[src/rtl/nibble_serial_adder_pkg.sv]
// Shared definitions for the nibble-serial adder.
//   NibW    : width of one adder slice
//   state_e : controller states (IDLE = 0, RUN = 1, DONE = 2)
package nibble_serial_adder_pkg;

  localparam int unsigned NibW = 4;

  typedef enum logic [1:0] {
    StIdle = 2'd0,
    StRun  = 2'd1,
    StDone = 2'd2
  } state_e;

endpackage

[src/rtl/nibble_serial_adder_add4.sv]
// 4-bit dataflow adder slice.
//   cout : carry out of bit 3
//   sum  : a + b + cin, low 4 bits
//   a, b : 4-bit operands
//   cin  : carry in
module nibble_serial_adder_add4
  import nibble_serial_adder_pkg::*;
(
  output logic            cout,
  output logic [NibW-1:0] sum,
  input  logic [NibW-1:0] a,
  input  logic [NibW-1:0] b,
  input  logic            cin
);

  assign {cout, sum} = {1'b0, a} + {1'b0, b} + {{NibW{1'b0}}, cin};

endmodule

[src/rtl/nibble_serial_adder.sv]
// Multi-cycle wide adder. Accepts two W-bit operands plus carry-in, feeds one nibble per clock
// (LSB nibble first) through a single 4-bit slice, and presents the rebuilt sum and final carry.
//   clk, rst            : clock, asynchronous active-high reset
//   in_valid / in_ready : operand handshake (ready only in IDLE)
//   a, b, cin           : operands and carry into nibble 0
//   out_valid/out_ready : result handshake (valid only in DONE)
//   sum, cout           : A + B + cin modulo 2^W, and carry out of bit W-1
//   busy                : high in RUN or DONE
module nibble_serial_adder
  import nibble_serial_adder_pkg::*;
#(
  parameter  int unsigned NIBBLES = 4,
  localparam int unsigned W       = NibW * NIBBLES
) (
  input  logic         clk,
  input  logic         rst,
  input  logic         in_valid,
  output logic         in_ready,
  input  logic [W-1:0] a,
  input  logic [W-1:0] b,
  input  logic         cin,
  output logic         out_valid,
  input  logic         out_ready,
  output logic [W-1:0] sum,
  output logic         cout,
  output logic         busy
);

  localparam int unsigned IdxW = (NIBBLES > 1) ? $clog2(NIBBLES) : 1;

  state_e state_q, state_d;

  logic [W-1:0]    a_sh_q, a_sh_d;
  logic [W-1:0]    b_sh_q, b_sh_d;
  logic            c_q, c_d;
  logic [IdxW-1:0] idx_q, idx_d;
  logic [W-1:0]    sum_q, sum_d;
  logic            cout_q, cout_d;

  logic            slice_cout;
  logic [NibW-1:0] slice_sum;
  logic [W-1:0]    sum_shift;
  logic            last;

  nibble_serial_adder_add4 u_add4 (
    .cout (slice_cout),
    .sum  (slice_sum),
    .a    (a_sh_q[NibW-1:0]),
    .b    (b_sh_q[NibW-1:0]),
    .cin  (c_q)
  );

  // New nibble enters from the MSB side so that after NIBBLES shifts nibble 0 sits at the bottom.
  if (NIBBLES > 1) begin : g_shift_wide
    assign sum_shift = {slice_sum, sum_q[W-1:NibW]};
  end else begin : g_shift_single
    assign sum_shift = slice_sum;
  end

  assign last = (idx_q == IdxW'(NIBBLES - 1));

  // State register
  always_ff @(posedge clk or posedge rst) begin
    if (rst) begin
      state_q <= StIdle;
    end else begin
      state_q <= state_d;
    end
  end

  // Next-state logic
  always_comb begin
    state_d = state_q;
    unique case (state_q)
      StIdle:  if (in_valid)  state_d = StRun;
      StRun:   if (last)      state_d = StDone;
      StDone:  if (out_ready) state_d = StIdle;
      default:                state_d = StIdle;
    endcase
  end

  // Handshake outputs decode the state register only.
  always_comb begin
    in_ready  = (state_q == StIdle);
    out_valid = (state_q == StDone);
    busy      = (state_q == StRun) || (state_q == StDone);
  end

  // Datapath next-state
  always_comb begin
    a_sh_d = a_sh_q;
    b_sh_d = b_sh_q;
    c_d    = c_q;
    idx_d  = idx_q;
    sum_d  = sum_q;
    cout_d = cout_q;
    unique case (state_q)
      StIdle: begin
        if (in_valid) begin
          a_sh_d = a;
          b_sh_d = b;
          c_d    = cin;
          idx_d  = '0;
          sum_d  = '0;
        end
      end
      StRun: begin
        sum_d  = sum_shift;
        c_d    = slice_cout;
        a_sh_d = a_sh_q >> NibW;
        b_sh_d = b_sh_q >> NibW;
        idx_d  = idx_q + IdxW'(1);
        if (last) begin
          cout_d = slice_cout;
        end
      end
      default: ;
    endcase
  end

  always_ff @(posedge clk or posedge rst) begin
    if (rst) begin
      a_sh_q <= '0;
      b_sh_q <= '0;
      c_q    <= 1'b0;
      idx_q  <= '0;
      sum_q  <= '0;
      cout_q <= 1'b0;
    end else begin
      a_sh_q <= a_sh_d;
      b_sh_q <= b_sh_d;
      c_q    <= c_d;
      idx_q  <= idx_d;
      sum_q  <= sum_d;
      cout_q <= cout_d;
    end
  end

  assign sum  = sum_q;
  assign cout = cout_q;

endmodule
[config.mk]
export PLATFORM = sky130hd
export DESIGN_NAME = nibble_serial_adder
export DESIGN_NICKNAME = d
export VERILOG_FILES = /design/src/rtl/nibble_serial_adder_pkg.sv /design/src/rtl/nibble_serial_adder_add4.sv /design/src/rtl/nibble_serial_adder.sv
export SDC_FILE = /design/constraint.sdc
export NUM_CORES = 1
export LEC_CHECK = 0
export BUFFER_PORTS_ARGS = -buffer_cell sky130_fd_sc_hd__clkbuf_2
export CORE_ASPECT_RATIO = 0.7
export CORE_MARGIN = 2
export CORE_UTILIZATION = 53
export CTS_CLUSTER_DIAMETER = 120
export DETAILED_ROUTE_END_ITERATION = 8
export PLACE_DENSITY = 0.85
export SKIP_LAST_GASP = 1
export SLEW_MARGIN = 5
export SYNTH_ARGS = -nofsm -noshare
export SYNTH_HDL_FRONTEND = slang
export SYNTH_SLANG_ARGS = --single-unit
export TNS_END_PERCENT = 100
[constraint.sdc]
create_clock -name clk -period 2.3 [get_ports clk]
set_input_delay 0.115 -clock clk [delete_from_list [all_inputs] [get_ports clk]]
set_output_delay 0.115 -clock clk [all_outputs]
set_load 0.1 [all_outputs]
---- After elaboration in Yosys (flattened, before gate mapping) ----
Index checks and enable logic that the tools add are counted.
W data, S select, Z words.
operators by class
  eq/ne operators ......................... 6
  multiplexer cells ....................... 14
  $add $sub $neg .......................... 3
  reductions and logical operators ........ 6
operator list
  kind                   count
  $pmux W16 S2           3
  $mux W16               3
  $mux W2                4
  $pmux W2 S3            1
  $add A4 B4 Y5          1
  $add A5 B1 Y5          1
  $eq A2 B2 Y1 const B   2
  $ne A2 B2 Y1 const B   2
  $pmux W2 S2            1
  $reduce_and A2 Y1      2
  $reduce_and A3 Y1      1
  $add A2 B1 Y2 const B  1
  $eq A2 B1 Y1 const B   1
  $logic_not A2 Y1       1
  $ne A2 B1 Y1 const B   1
  $pmux W1 S2            1
  $reduce_bool A2 Y1     1
  $logic_or A1 B1 Y1     1
  $mux W1                1
word-level totals
  bits in registers ....................... 54

---- Logic depth before layout (Yosys ltp) ----
  word-level depth ........................ 3
  gate-level depth with buffers ........... 8
  mapped depth without buffers ............ 5

---- Hierarchy ----
Synthesis repeated with hierarchy kept, for this count alone.
second synthesis, totals
  cells, all modules ...................... 210
  area total of the unflattened synthesis .. 2476.1 um^2
by module, submodules not included
  module                    instances  area an instance (um^2)  cells an instance
  nibble_serial_adder       1          2332.2                   194
  nibble_serial_adder_add4  1          143.9                    16

---- Least setup slack after synthesis ----
Ideal clock, no wire load.
  path type ............................... reg2reg
  start ................................... reg state_q[0]
  end ..................................... reg sum_q[15] (netlist: sum[15])
  library setup time ...................... 0.095 ns
  clock period less this slack ............ 2.333 ns
  cell stages (with the launch flop) ...... 8
  arrival time ............................ 2.238 ns
  setup slack ............................. -0.033 ns
  cell sequence ........................... dfrtp_1 inv_1 ha_1 mux2i_2 buf_4 buf_4 nand2_1 o31ai_1
between the ends
  cells in the longest elaborated chain, start to end .. 3
ends and longest elaborated chain
  item                                                          line                        source
  start: declaration                                            nibble_serial_adder.sv:31   state_e state_q, state_d;
  start signal: assignment                                      nibble_serial_adder.sv:65   state_q <= StIdle;
  start signal: assignment                                      nibble_serial_adder.sv:67   state_q <= state_d;
  $logic_not A2 Y1 (*)                                          n/a
  net in_ready                                                  nibble_serial_adder.sv:18   output logic in_ready,
  $ne A2 B2 Y1 (no line) or $reduce_bool A2 Y1 (tied branches)  n/a
  $reduce_and A2 Y1 (no line)                                   n/a
  end signal: assignment                                        nibble_serial_adder.sv:134  sum_q <= sum_d;
  end: declaration                                              nibble_serial_adder.sv:37   logic [W-1:0] sum_q, sum_d;
Mark *: on every way through the listed nets, which the timed path passes. The rest lies on a longest branch.
A chain may end at the register's enable or synchronous reset.

---- Final worst setup path ----
  start ................................... reg state_q[0]
  end ..................................... out in_ready
between the ends
  cells in the longest elaborated chain, start to end .. 1
ends and longest elaborated chain
  item              line                       source
  $logic_not A2 Y1  nibble_serial_adder.sv:84  in_ready = (state_q == StIdle);
  end: declaration  nibble_serial_adder.sv:18
No other way between the ends.

==> flow_summary.toml <==
[cts]
htreeDepth = 2
cts_root_buf = "clkbuf_8"
clkLatencyLatePin_ns = 0.30
post_cts_resize_count = 0
ctsLongestPathBuffers = 2
postCtsHoldBufs = 1
clkSinkCount = 54
tritoncts = "yes"
cts_buffers = 5
clk_pin_slew_worst_paths_ns = 0.10
cts_setup_buffers = 0

[placement]
hpwl_mm = 3.476
portBuffers = 56
gp_congestion = 0.7681

[synthesis]
syn_inst = 216
synth_area_leaders = "dfrtp_1, mux2i_1, a22o_1, nand2_1, ha_1"
synth_top_area_cell = "dfrtp_1"
syn_nets = 263
yosysWarnings = 0
synth-seq-area-share_pct = 54.24
synthDistinctLibCells = 34
ys_ff_latch = 54
syn_area_um2 = 2491
synth_top_area_share_pct = 54.24
synth_area_per_cell_um2 = 11.53

[final_layout]
drive_above_1_share_pct = 26.94
syn2layout_area_growth_pct = 17.73
regArea_um2 = 1351
nFillCells = 374
nets = 317
multiInputGateArea_um2 = 1047
n_antenna_cell = 0

[sta]
setup_viol = 0
clock_skew_ns = 0.01159
period_minus_slack_ns = 1.899
drv_slew = 0
setup_tns_ns = 0
hold_viol = 0
worst_pin_slew_ns = 0.5929
rsz0062_at_grt = "false"
post-route-period-util_pct = 82.55
relSlewSlack_pct = 60.39
max_freq_mhz = 526.7

[critical_path]
ff2ff_setup_slack_ns = 0.47
critPathLaunchType = "register"
cp_max_fo = 15
path_class = "reg -> out"
ff2ff_path_depth = 6
crit_buf_inv = 2
path_depth = 3
crit_path_max_incr_delay_ns = 0.53
crit_chain = "inv_1 > ha_2 > clkbuf_2"
crit_path_top_delay_cell = "clkbuf_2"
reg2reg_from = "state_q[1]"
crit_family = "buffers and inverters"
worst_ep_arrival_time_ns = 1.78
critical_path_required_ns = 2.18
end_kind = "primary output"
r2r_end = "sum[5]"

[min_path]
hold_class = "in -> reg"
hold_path_depth = 2
whs_endpoint = "a_sh_q[12]"
min_from = "a[12]"

[floorplanning]
ios = 57
die_h_um = 61.36
coreArea_um2 = 4429
dieWidth_um = 85.95
start_util_pct = 56.24
num_rows = 20
die_area_um2 = 5274

[detailed_routing]
antenna_left = 0
remaining_drc_errors = 0
routedWlPerCell_um = 14.49
vias = 1791
first_pass_iters = 4
drt_iter0_drc = 95
routed_wl_mm = 4.725
vias_per_cell = 5.494

[global_route]
grt_pass1_wl_mm = 7.755
grt_pass1_vias = 1679
antenna_found_initial = 0
grt_overflow = 0
track_usage_pct = 19.42
grt_max_degree = 60

[status]
status = "finished clean"

[run]
max-cap-violations = 0
==> cell families (layout without fill, tap and decap cells) <==
kind of cell,Yosys count,count (layout),share of synthesized area (%)
and+or+nand+nor,38,38,6.480
adders and majority gates,10,10,5.626
xor gates and xnor gates,1,1,0.3516
AOI/OAI and AO/OA,64,64,17.98
muxes,27,27,11.05
buffers and inverters,22,77,4.269
DFF,54,54,54.24
==> worst max path at each step <==
stage | startpoint | endpoint | slack, ns
finish | state_q[0] | in_ready | 0.40
global route | state_q[1] | b_sh_q[9] | 0.31
CTS | state_q[0] | in_ready | 0.41
detailed placement | state_q[1] | idx_q[1] | 0.49
global placement | state_q[1] | sum[12] | 0.54
floorplan | state_q[0] | state_q[1] | 0.28
==> cell usage in the layout, fill, tap and decap left out, types with 2 or more instances in the layout <==
| cell type | Yosys | routed |
|---|---|---|
| nor2_1 | 2 | 2 |
| fa_1 | 2 | 2 |
| nand3_1 | 2 | 2 |
| a22o_1 | 23 | 23 |
| nand2_1 | 29 | 29 |
| ha_2 | 0 | 2 |
| buf_12 | 0 | 2 |
| buf_4 | 2 | 3 |
| dfrtp_1 | 54 | 54 |
| mux2i_1 | 25 | 25 |
| a21oi_1 | 3 | 3 |
| o21ai_1 | 9 | 9 |
| o21ai_0 | 18 | 18 |
| a32o_1 | 3 | 3 |
| inv_1 | 6 | 5 |
| ha_1 | 8 | 6 |
| clkbuf_2 | 0 | 56 |
| inv_2 | 1 | 2 |
| clkbuf_8 | 0 | 5 |
==> cell type report <==
cell class / instances / area share, %
clock inverter: 2 / 0.4693
sequential: 54 / 46.08
inverter: 7 / 0.8959
clock buffer: 6 / 2.474
timing repair buffer: 62 / 12.03
tap: 55 / 2.346
multi-input combinational: 140 / 35.71
==> sequential cells by signal, indices dropped and copies added, names as in the netlist <==
name / flops
b_sh_q: 16
cout: 1
c_q: 1
a_sh_q: 16
idx_q: 2
state_q: 2
sum: 16
==> metrics by stage <==
step           cell area, um^2  instances  worst slack [ns]  hold slack (ns)  util (%)
2_1_floorplan             2494        216            0.2810           0.2847         -
4_1_cts                   2933        326            0.4086          0.05902     66.21
3_3_place_gp              2836        317            0.5355           0.1819     64.04
5_1_grt                   2933        326            0.3125          0.06076     66.21
6_report                  2933        326            0.4013          0.05835     66.21
3_5_place_dp              2836        317            0.4928           0.1878     64.04
==> cell usage after synthesis <==
cell type,number
and3b_1,1
o31ai_1,1
nor3b_1,1
a21oi_1,3
o21ai_0,18
xnor2_1,1
o21ai_1,9
inv_1,6
a32o_1,3
dfrtp_1,54
o311a_1,1
ha_1,8
mux2i_2,1
and2_1,1
inv_2,1
nand3_1,2
mux2i_1,25
a22o_1,23
nor2_1,2
clkbuf_1,5
mux2_1,1
nand2b_1,1
buf_2,7
a22oi_1,1
nor2b_1,1
a41oi_1,1
o22ai_1,1
nand2_1,29
o2111ai_1,1
a21boi_0,1
fa_1,2
buf_6,1
a222oi_1,1
buf_4,2
==> routing by layer <==
layer,share of wire [%],GRT usage [%],wire (um),vias to the layer above
met4,1.1,4.762,51,0
met2,44,29.79,2084,50
met5,0,0,0,-
met3,5.0,4.826,237,7
met1,50,28.35,2351,851
li1,-,-,-,883
Power is left out: the tool's default activity adds up to more than one toggle a clock period on the data nets, which glitch-free logic cannot reach.
